## config.mk

```make
export PLATFORM = sky130hd
export DESIGN_NAME = ai_sequencer
export DESIGN_NICKNAME = d
export VERILOG_FILES = /design/src/rtl/ai_sequencer_pkg.sv /design/src/rtl/ai_bus_master.sv /design/src/rtl/ai_sequencer.sv
export SDC_FILE = /design/constraint.sdc
export NUM_CORES = 1
export LEC_CHECK = 0
export ABC_AREA = 1
export BUFFER_PORTS_ARGS = -buffer_cell sky130_fd_sc_hd__buf_4
export CAP_MARGIN = 20
export CORE_ASPECT_RATIO = 1.25
export CORE_MARGIN = 8
export CORE_UTILIZATION = 49
export CTS_BUF_LIST = sky130_fd_sc_hd__clkbuf_8
export DETAILED_ROUTE_END_ITERATION = 7
export PLACE_DENSITY = 0.9
export SLEW_MARGIN = 20
export SYNTH_ARGS = -nofsm -noshare
export SYNTH_HDL_FRONTEND = slang
export SYNTH_SLANG_ARGS = --single-unit
```

## constraint.sdc

```tcl
create_clock -name clock -period 2.3 [get_ports clock]
set_input_delay 0.46 -clock clock [delete_from_list [all_inputs] [get_ports clock]]
set_output_delay 0.46 -clock clock [all_outputs]
set_load 0.02 [all_outputs]
```

## src/rtl/ai_sequencer_pkg.sv

```systemverilog
// Shared types and constants for the AI-move sequencer and its Avalon-MM bus master.
package ai_sequencer_pkg;

    localparam int unsigned BoardCells = 100;
    localparam int unsigned IndexW     = 7;
    localparam int unsigned ShipsW     = 5;
    localparam int unsigned AddrW      = 3;
    localparam int unsigned DataW      = 64;

    // Accelerator slave register map.
    localparam logic [AddrW-1:0] AddrCtrl   = 3'd0;
    localparam logic [AddrW-1:0] AddrFired0 = 3'd1;
    localparam logic [AddrW-1:0] AddrFired1 = 3'd2;
    localparam logic [AddrW-1:0] AddrShips  = 3'd3;
    localparam logic [AddrW-1:0] AddrResult = 3'd4;

    typedef enum logic [2:0] {
        StIdle,
        StWrF0,
        StWrF1,
        StWrShip,
        StWrStart,
        StPoll,
        StRdRes,
        StResp
    } seq_state_e;

    function automatic logic index_in_range(input logic [IndexW-1:0] idx);
        return idx < IndexW'(BoardCells);
    endfunction

endpackage

```

## src/rtl/ai_bus_master.sv

```systemverilog
// Single-transfer Avalon-MM master: runs one read or write per request and aborts it
// once the slave has stalled for STALL_MAX consecutive cycles.
module ai_bus_master
    import ai_sequencer_pkg::*;
#(
    parameter int unsigned STALL_MAX = 255
) (
    input  logic             clock,
    input  logic             reset,
    input  logic             xfer_req,
    input  logic             xfer_write,
    input  logic [AddrW-1:0] xfer_addr,
    input  logic [DataW-1:0] xfer_wdata,
    output logic             xfer_done,
    output logic             xfer_abort,
    output logic [AddrW-1:0] ai_addr,
    output logic             ai_write,
    output logic             ai_read,
    output logic [DataW-1:0] ai_wdata,
    input  logic             ai_waitrequest
);

    localparam int unsigned StallW = $clog2(STALL_MAX + 1);

    logic [StallW-1:0] stall_cnt_q, stall_cnt_d;
    logic              rd_arm_q, rd_arm_d;
    logic              cmd;
    logic              stalled;

    // Reads are armed one cycle after being requested, so consecutive reads are always
    // separated by an idle bus cycle.
    assign cmd        = xfer_req && (xfer_write || rd_arm_q);
    assign stalled    = cmd && ai_waitrequest;
    assign xfer_done  = cmd && !ai_waitrequest;
    assign xfer_abort = stalled && (stall_cnt_q == StallW'(STALL_MAX - 1));

    assign ai_write = cmd && xfer_write;
    assign ai_read  = cmd && !xfer_write;
    assign ai_addr  = cmd ? xfer_addr : '0;
    assign ai_wdata = ai_write ? xfer_wdata : '0;

    always_comb begin
        stall_cnt_d = '0;
        if (stalled && !xfer_abort) begin
            stall_cnt_d = stall_cnt_q + 1'b1;
        end
        rd_arm_d = xfer_req && !xfer_write && !xfer_done && !xfer_abort;
    end

    always_ff @(posedge clock) begin
        if (reset) begin
            stall_cnt_q <= '0;
            rd_arm_q    <= 1'b0;
        end else begin
            stall_cnt_q <= stall_cnt_d;
            rd_arm_q    <= rd_arm_d;
        end
    end

endmodule

```

## src/rtl/ai_sequencer.sv

```systemverilog
// Drives one AI move request through the accelerator: load board, start, poll for done,
// read the chosen cell and hand it to the game logic with an error flag.
module ai_sequencer
    import ai_sequencer_pkg::*;
#(
    parameter int unsigned STALL_MAX = 255,
    parameter int unsigned POLL_MAX  = 4095
) (
    input  logic                  clock,
    input  logic                  reset,
    input  logic                  req_valid,
    output logic                  req_ready,
    input  logic [BoardCells-1:0] fired_in,
    input  logic [ShipsW-1:0]     ships_in,
    output logic                  res_valid,
    input  logic                  res_ready,
    output logic [IndexW-1:0]     res_index,
    output logic                  res_error,
    output logic [AddrW-1:0]      ai_addr,
    output logic                  ai_write,
    output logic                  ai_read,
    output logic [DataW-1:0]      ai_wdata,
    input  logic                  ai_waitrequest,
    input  logic [DataW-1:0]      ai_rdata
);

    localparam int unsigned PollW = $clog2(POLL_MAX + 1);

    seq_state_e            state_q, state_d;
    logic [BoardCells-1:0] fired_q;
    logic [ShipsW-1:0]     ships_q;
    logic [PollW-1:0]      poll_cnt_q;
    logic [IndexW-1:0]     res_index_q;
    logic                  res_error_q;

    logic             xfer_req, xfer_write, xfer_done, xfer_abort;
    logic [AddrW-1:0] xfer_addr;
    logic [DataW-1:0] xfer_wdata;
    logic             accept, poll_done, poll_limit, result_ok;

    assign accept     = req_valid && req_ready;
    assign poll_done  = ai_rdata[0];
    assign poll_limit = (poll_cnt_q == PollW'(POLL_MAX - 1));
    assign result_ok  = index_in_range(ai_rdata[IndexW-1:0]);

    assign res_index = res_index_q;
    assign res_error = res_error_q;

    ai_bus_master #(
        .STALL_MAX (STALL_MAX)
    ) u_bus_master (
        .clock          (clock),
        .reset          (reset),
        .xfer_req       (xfer_req),
        .xfer_write     (xfer_write),
        .xfer_addr      (xfer_addr),
        .xfer_wdata     (xfer_wdata),
        .xfer_done      (xfer_done),
        .xfer_abort     (xfer_abort),
        .ai_addr        (ai_addr),
        .ai_write       (ai_write),
        .ai_read        (ai_read),
        .ai_wdata       (ai_wdata),
        .ai_waitrequest (ai_waitrequest)
    );

    always_ff @(posedge clock) begin
        if (reset) begin
            state_q <= StIdle;
        end else begin
            state_q <= state_d;
        end
    end

    always_comb begin
        state_d = state_q;
        unique case (state_q)
            StIdle: begin
                if (req_valid) state_d = StWrF0;
            end
            StWrF0: begin
                if (xfer_abort)     state_d = StResp;
                else if (xfer_done) state_d = StWrF1;
            end
            StWrF1: begin
                if (xfer_abort)     state_d = StResp;
                else if (xfer_done) state_d = StWrShip;
            end
            StWrShip: begin
                if (xfer_abort)     state_d = StResp;
                else if (xfer_done) state_d = StWrStart;
            end
            StWrStart: begin
                if (xfer_abort)     state_d = StResp;
                else if (xfer_done) state_d = StPoll;
            end
            StPoll: begin
                if (xfer_abort) begin
                    state_d = StResp;
                end else if (xfer_done) begin
                    if (poll_done)       state_d = StRdRes;
                    else if (poll_limit) state_d = StResp;
                end
            end
            StRdRes: begin
                if (xfer_abort || xfer_done) state_d = StResp;
            end
            StResp: begin
                if (res_ready) state_d = StIdle;
            end
            default: state_d = StIdle;
        endcase
    end

    always_comb begin
        req_ready  = 1'b0;
        res_valid  = 1'b0;
        xfer_req   = 1'b0;
        xfer_write = 1'b0;
        xfer_addr  = AddrCtrl;
        xfer_wdata = '0;
        unique case (state_q)
            StIdle: req_ready = 1'b1;
            StWrF0: begin
                xfer_req   = 1'b1;
                xfer_write = 1'b1;
                xfer_addr  = AddrFired0;
                xfer_wdata = fired_q[63:0];
            end
            StWrF1: begin
                xfer_req   = 1'b1;
                xfer_write = 1'b1;
                xfer_addr  = AddrFired1;
                xfer_wdata = {28'b0, fired_q[BoardCells-1:64]};
            end
            StWrShip: begin
                xfer_req   = 1'b1;
                xfer_write = 1'b1;
                xfer_addr  = AddrShips;
                xfer_wdata = {59'b0, ships_q};
            end
            StWrStart: begin
                xfer_req   = 1'b1;
                xfer_write = 1'b1;
                xfer_addr  = AddrCtrl;
                xfer_wdata = 64'd1;
            end
            StPoll: begin
                xfer_req  = 1'b1;
                xfer_addr = AddrCtrl;
            end
            StRdRes: begin
                xfer_req  = 1'b1;
                xfer_addr = AddrResult;
            end
            StResp: res_valid = 1'b1;
            default: ;
        endcase
    end

    // Board snapshot, poll count and result; any abort reports cell 0 with the error flag.
    always_ff @(posedge clock) begin
        if (reset) begin
            fired_q     <= '0;
            ships_q     <= '0;
            poll_cnt_q  <= '0;
            res_index_q <= '0;
            res_error_q <= 1'b0;
        end else if (accept) begin
            fired_q     <= fired_in;
            ships_q     <= ships_in;
            poll_cnt_q  <= '0;
            res_index_q <= '0;
            res_error_q <= 1'b0;
        end else if (xfer_abort) begin
            res_index_q <= '0;
            res_error_q <= 1'b1;
        end else if (xfer_done) begin
            if (state_q == StPoll && !poll_done) begin
                poll_cnt_q <= poll_cnt_q + 1'b1;
                if (poll_limit) begin
                    res_index_q <= '0;
                    res_error_q <= 1'b1;
                end
            end else if (state_q == StRdRes) begin
                res_index_q <= result_ok ? ai_rdata[IndexW-1:0] : '0;
                res_error_q <= !result_ok;
            end
        end
    end

endmodule

```

==> metrics.md, run 1 <==
| Metric | Value |
|---|---|
| NumNets Final | 1146 |
| Power Dens Cells | 1100 mW/mm2 |
| Post-synthesis cell type with the largest combined area | dfxtp_1 |
| Clock tree buffer depth | 2 |
| Placer Congestion | 0.906 |
| DRT Pass-1 Iters | 5 |
| Slack of the critical path | 0.128 ns |
| Routed Wire Length | 16.2 mm |
| Num rows | 44 |
| Via count | 5782 |
| FFs w/ async S/R, synth | 0 |
| Cell area after layout | 0.00788 mm2 |
| Seq/Total Area, Yosys | 0.470 |
| Die area | 0.0157 mm2 |
| Core area | 0.0116 mm2 |
| Total Power | 8640 uW |
| Register bit total from synthesis | 137 |
| Hold buffer count at CTS | 0 |
| CTS tree | yes |
| Setup WS pre-CTS | 0.363 ns |
| Global-route usage over all layers | 0.201 |
| Dpl cell area | 0.00742 mm2 |
| RSZ-0062 raised after global routing | yes |
| Routed vias/inst | 5.07 |
| Hold Path Class | in -> reg |
| Worst slew pin tran | 0.503 ns |
| Largest stage delay, worst path | 0.40 ns |
| Buf+Inv Stages, Crit Path | 3 |
| Initial Util | 0.503 |
| Required @ worst endpoint | 1.84 ns |
| Area Overhead vs Synth | 35.0% |
| Layout cells sized above 1 | 0.267 |
| CP max-delay cell | dfxtp_2 |
| Antenna Nets Post-Route | 0 |
| Netlist Area Pre-Place | 0.00584 mm2 |
| Number of global-route vias before repair | 5436 |
| Clk_lat worst skew | 0.43 ns |
| Net Count, Synth | 968 |
| Worst-path clk slew | 0.07 ns |
| Reg2Reg Setup Slack | 0.48 ns |
| Pleak | 0.00333 uW |
| Worst vdd ir | 0.743 mV |
| Initial DRC Count | 425 |
| Top cells by area in the synthesized netlist | dfxtp_1 47%, a21oi_1 11%, o21ai_0 9.0%, inv_1 7.9%, nand2_1 4.9% |
| Initial antenna violation count | 3 |
| PortBufs | 195 |
| Unique masters post-synth | 30 |
| Clk root buf | clkbuf_8 |
| DRC viols | 0 |
| Estimated wirelength of the detail-placed design | 11.6 mm |
| Drt wl/cell | 14.2 um |
| Post-route minimum period | 2.17 ns |
| Slew headroom | 0.664 |
| YS warnings | 0 |
| Max Cap Viol | 0 |
| # fillers | 952 |
| First-pass GRT wire length | 25.8 mm |
| Final worst-path cycle share | 0.944 |
| # setup viols final | 0 |
| Htree depth | 4 |
| Placed Cells | 1110 |
| Ordered list of cells on the worst path | inv_2 > nor2_2 > nand2_2 > buf_6 > o2111ai_2 > buf_4 |
| Syn avg cell area | 7.39 um2 |
| Crit path max fanout | 22 |
| Post-Syn Instances | 790 |
| Fin cells | 1140 |
| Synth top area share | 0.470 |
| N_diodes | 0 |
| Fin Setup TNS | 0 ns |
| Fmax | 0.460 GHz |
| Total CTS buffers | 17 |
| Synth Flop Type | dfxtp_1 |
| Clock skew | 0.00700 ns |
| I/O pin cnt | 253 |
| Post-CTS Setup Inserts | 0 |
| Outcome | finished clean |
| Slew Limit Fails | 0 |
| WS Path Type | reg -> out |
| Post-synth EDFFs | 0 |
| Crit path launch type | flop |
| Top Family by Delay on Critical Path | buffers and inverters |
| Crit path capture type | output port |
| Final Hold Viols | 0 |
| Crit path arrival time | 1.71 ns |
| Horiz. Die Dim | 114 um |
| Clock sinks | 137 |
| Largest net degree at the start of global routing | 148 |
| Die H | 138 um |
| Global route total overflow | 0 |
[tightest hold or removal path: cells and delay by family]
family	cells	cell delay, ns
AOI/OAI and AO/OA	1	0.06
and+or+nand+nor	1	0.06
buffers and inverters	1	0.11
[metal layers]
metal / global-route usage / part of all wire / up-vias
li1: - / - / 2945
met1: 0.221 / 0.41 / 2621
met2: 0.343 / 0.50 / 181
met3: 0.0719 / 0.074 / 29
met4: 0.0781 / 0.022 / 6
met5: 0 / 0.0025 / -
[timing repair]
action                     in CTS  in global routing
gates resized for setup         4                  8
pin swaps                       0                  0
cloned                          0                  0
hold endpoints to repair        0                  0
setup endpoints to repair      60                 37
[synthesized netlist by cell type (2+ instances only)]
cell type,n
nor3_1,9
a21oi_1,125
clkbuf_1,39
nand4_2,2
buf_2,4
a22oi_1,4
o22ai_1,32
nand4_1,10
nor2_4,2
nand2_1,77
xnor2_1,5
xor2_1,7
nand3_1,25
buf_1,3
nor2_1,60
dfxtp_1,137
nor2_2,2
inv_2,5
nand3_2,2
o21ai_0,105
ha_1,4
inv_1,123
[flip-flops by register name, indices dropped and copies added, names as in the netlist]
signal	count
fired_q	100
poll_cnt_q	12
res_index	7
u_bus_master.stall_cnt_q	8
state_q	3
u_bus_master.rd_arm_q	1
res_error	1
ships_q	5
[final cells by class]
type                       count  area [um2]  area share
timing repair buffer         207        1590       0.201
multi-input combinational    477        2440       0.310
clock inverter                12         175      0.0222
sequential                   137        2750       0.349
tap                          161         201      0.0256
inverter                     128         480      0.0610
clock buffer                  18         248      0.0314
[placed cells by master (no fill, tap or decap)]
cell type	n
nand2_4	1
inv_1	122
nor3_2	1
a22oi_1	4
nor2_4	2
nand4_4	1
buf_6	2
xor2_1	7
nand4_2	2
nand4_1	10
buf_12	2
dfxtp_2	2
clkinv_2	3
o21bai_1	1
clkinvlp_4	3
inv_2	6
inv_6	1
a21oi_1	125
clkinv_4	1
nand3_1	25
ha_1	4
nand2_2	2
buf_4	203
o2111ai_2	1
or2_2	1
dfxtp_4	1
nand2_1	75
o22ai_1	32
dfxtp_1	134
o21ai_0	105
nand3_2	2
xnor2_1	5
clkbuf_8	18
nor2_1	60
nand3b_1	1
nor2_2	2
bufinv_16	4
nor3_1	8
[path summary, 6_finish.rpt]
path                startpoint             to  cells after the start
setup reg to reg    state_q[0]  poll_cnt_q[5]                      9
hold / removal    fired_in[66]    fired_q[66]                      3
setup / recovery    state_q[0]    ai_wdata[0]                      6
hold reg to reg     fired_q[3]     fired_q[3]                      2
[logic make-up after synthesis]
family | share of synthesized area
buf+inv | 0.116
compound gates | 0.239
simple gates | 0.149
xor+xnor | 0.0180
fa+ha+maj | 0.00857
flops | 0.470
[through the flow]
stage           util  hold WS (ns)
4_1_cts        0.676         0.287
3_5_place_dp   0.639         0.439
2_1_floorplan      -         0.425
6_report       0.679         0.308
5_1_grt        0.679         0.275
3_3_place_gp   0.639         0.435
[report_power, final]
| group | total, uW | switching, uW | internal, uW |
|---|---|---|---|
| clock network | 2100 | 905 | 1200 |
| logic | 3400 | 2200 | 1200 |
| registers | 3130 | 190 | 2950 |
(Power assumes the default switching activity.)
==> inputs of run 2 (changes only) <==
Settings changed: ABC_AREA 1 to unset, CORE_UTILIZATION 49 to 40, PLACE_DENSITY 0.9 to 0.77.
==> run 2 against run 1 <==
Net effect:
- count of clock-buffer cells in the layout unchanged
- register-to-register slack got worse by 0.31 ns
- non-clock buffer count rose by 20
- die area rose by 19%
- global-route usage decreased by 1.1 points
- setup slack got worse by 0.056 ns
- sequential share of layout area decreased by 1.3 points
- hold slack worse by 0.065 ns
- area after synthesis shrank 0.66%
- first-iteration DRC count is 35% lower
- clock power shrank 4%
==> metrics.md, run 2 <==
| Metric | Value |
|---|---|
| CTS tree | yes |
| Total Power | 7640 uW |
| Die area | 0.0186 mm2 |
| First-pass GRT wire length | 27.7 mm |
| Syn avg cell area | 7.84 um2 |
| YS warnings | 0 |
| # fillers | 1356 |
| Area of the multi-input gates | 0.00283 mm2 |
| Slew headroom | 0.592 |
| Clock sinks | 137 |
| Slew Limit Fails | 0 |
| RSZ-0062 raised after global routing | yes |
| Buf+Inv Stages, Crit Path | 3 |
| Post-Syn Instances | 740 |
| Max FFs per register | 100 |
| Num rows | 49 |
| Post-synth EDFFs | 0 |
| Routed Wire Length | 17.9 mm |
| Die H | 151 um |
| Placer Congestion | 0.791 |
| Worst slew pin tran | 0.611 ns |
| Largest net degree at the start of global routing | 101 |
| Synth Flop Type | dfxtp_1 |
| Initial DRC Count | 277 |
| Most common cell after layout, fill and taps aside | nand2_1 |
| Logic pwr share | 0.362 |
| Unique masters post-synth | 50 |
| Hold_sp | ai_rdata[1] |
| Sw power | 2670 uW |
| Global route total overflow | 0 |
| CP max-delay cell | dfxtp_4 |
| Cell-internal power | 4980 uW |
| Crit path arrival time | 1.77 ns |
| # setup viols final | 0 |
| FFs w/ async S/R, synth | 0 |
| Clk pwr share | 0.263 |
| Most frequent cells in the layout | 226 x nand2_1, 200 x buf_4, 134 x dfxtp_1, 114 x a21oi_1, 44 x nor2_1 |
| Number of global-route vias before repair | 5449 |
| Via count | 5733 |
| Largest stage delay, worst path | 0.37 ns |
| I/O pin cnt | 253 |
| Drt wl/cell | 16.0 um |
| Synth top area share | 0.473 |
| Hold Path Class | in -> reg |
| Sw frac | 0.349 |
| Worst-path clk slew | 0.08 ns |
| Largest registers | fired_q: 100 flops, poll_cnt_q: 12 flops, u_bus_master.stall_cnt_q: 8 flops |
| Clock tree buffer depth | 2 |
| Worst Setup SP | state_q[0] |
| Most used standard cell by instance count after synthesis | nand2_1 |
| Setup WS pre-CTS | 0.141 ns |
| Synth cell count leaders | 227 x nand2_1, 137 x dfxtp_1, 114 x a21oi_1, 44 x nor2_1, 39 x clkbuf_1 |
| Crit path capture type | output port |
| Netlist Area Pre-Place | 0.00580 mm2 |
| Crit path max fanout | 15 |
| N_diodes | 0 |
| Antenna Nets Post-Route | 0 |
| Slack of the critical path | 0.0718 ns |
| Hold buffer count at CTS | 0 |
| Layout cells sized above 1 | 0.293 |
| Final worst-path cycle share | 0.969 |
| Initial antenna violation count | 0 |
| Post-synthesis cell type with the largest combined area | dfxtp_1 |
| Pleak | 0.00352 uW |
| Flip-flop and latch area | 0.00275 mm2 |
| Clock skew | 0.00843 ns |
| Net Count, Synth | 918 |
| Reg-to-Reg Start | state_q[0] |
| Horiz. Die Dim | 124 um |
| Core area | 0.0143 mm2 |
| Outcome | finished clean |
| Global-route usage over all layers | 0.190 |
| Register bit total from synthesis | 137 |
| Routed vias/inst | 5.11 |
| Total CTS buffers | 17 |
| Max Cap Viol | 0 |
| Estimated wirelength of the detail-placed design | 11.9 mm |
| Required @ worst endpoint | 1.84 ns |
| Crit path launch type | flop |
| DRC viols | 0 |
| WS Path Type | reg -> out |
| Clk root buf | clkbuf_8 |
| Clk_lat worst skew | 0.45 ns |
| Sequential Power Share | 0.375 |
| Fmax | 0.449 GHz |
| NumNets Final | 1108 |
| Seq/Total Area, Yosys | 0.473 |
| Initial Util | 0.406 |
| Ordered list of cells on the worst path | buf_6 > nor3_4 > bufbuf_16 > a22o_1 > buf_4 |
| Top cells by area in the synthesized netlist | dfxtp_1 47%, nand2_1 15%, a21oi_1 9.8%, a22o_1 4.7%, and3_1 3.2% |
| Post-route minimum period | 2.23 ns |
| Area Overhead vs Synth | 41.2% |
| Worst vdd ir | 0.493 mV |
| Power Dens Cells | 933 mW/mm2 |
| PortBufs | 195 |
| DRT Pass-1 Iters | 4 |
| Top Family by Delay on Critical Path | buffers and inverters |
| Htree depth | 4 |
| Final Hold Viols | 0 |
| Largest register by flop count | fired_q |
## run 2: cell types whose count changed after synthesis, moves of 16 or more
cell and change:
o21ai_0 -101, nor2_1 -16, nand2_1 +150, o22ai_1 -32, inv_1 -112, and3_1 +30, a22o_1 +31, nand3_1 -18
## run 2: final timing paths
kind / to / slack (ns) / cells past startpoint
worst max-delay path: ai_wdata[30] / 0.07 / 5
worst min-delay path: res_index[1] / 0.24 / 3
worst max register to register: poll_cnt_q[10] / 0.17 / 7
worst min register to register: fired_q[42] / 0.45 / 2
## run 2: logic make-up after synthesis
family | Yosys count | share of synthesized area
buffers and inverters | 67 | 0.0481
multiplexers | 7 | 0.0125
AO/OA/AOI/OAI | 174 | 0.184
flip-flops | 137 | 0.473
XOR/XNOR | 16 | 0.0242
AND/OR/NAND/NOR | 334 | 0.249
adder cells (fa/ha/maj) | 5 | 0.0104
## run 2: per-layer routing
layer,routed length [um],share of wire,up-vias,global-route usage
met5,0,0,-,0
met4,505,0.028,0,0.0923
met3,1430,0.080,32,0.0773
met2,9220,0.51,179,0.319
met1,6770,0.38,2638,0.202
li1,-,-,2884,-
## run 2: area by class of cell
type,instances,share of cell area
Tap cell,178,0.0272
Inverter,11,0.00550
Timing Repair Buffer,227,0.237
Clock inverter,14,0.0192
Multi-Input combinational cell,536,0.345
Sequential cell,137,0.336
Clock buffer,18,0.0302
## run 2: what timing repair did
item	CTS	global route
pin swaps	2	11
cloned	3	2
resized for setup	15	15
setup endpoints to repair	66	61
buffers inserted	9	2
## run 2: metrics by stage
| step | util | std cells | TNS [ns] | instance area, um2 | hold WS (ns) |
|---|---|---|---|---|---|
| 6_report | 0.574 | 1121 | 0 | 8190 | 0.244 |
| 5_1_grt | 0.574 | 1121 | -0.317 | 8190 | 0.214 |
| 4_1_cts | 0.565 | 1117 | 0 | 8070 | 0.217 |
| 3_5_place_dp | 0.523 | 1074 | 0 | 7470 | 0.442 |
| 3_3_place_gp | 0.523 | 1074 | 0 | 7470 | 0.438 |
| 2_1_floorplan | - | 740 | 0 | 5800 | 0.432 |
## run 2: worst min-delay path, delay by kind of cell
| family | cells | cell delay [ns] |
|---|---|---|
| buffers and inverters | 1 | 0.08 |
| AO/OA/AOI/OAI | 1 | 0.05 |
| AND/OR/NAND/NOR | 1 | 0.07 |
## run 2: power by group through the flow
stage | registers (uW) | clock network, uW | logic [uW]
after floorplan | 2850 | 0 | 1510
after global placement | 2920 | 0 | 2320
after detailed placement | 2930 | 0 | 2340
after CTS | 2860 | 2060 | 2650
after global routing | 2900 | 2170 | 3010
final | 2860 | 2010 | 2770
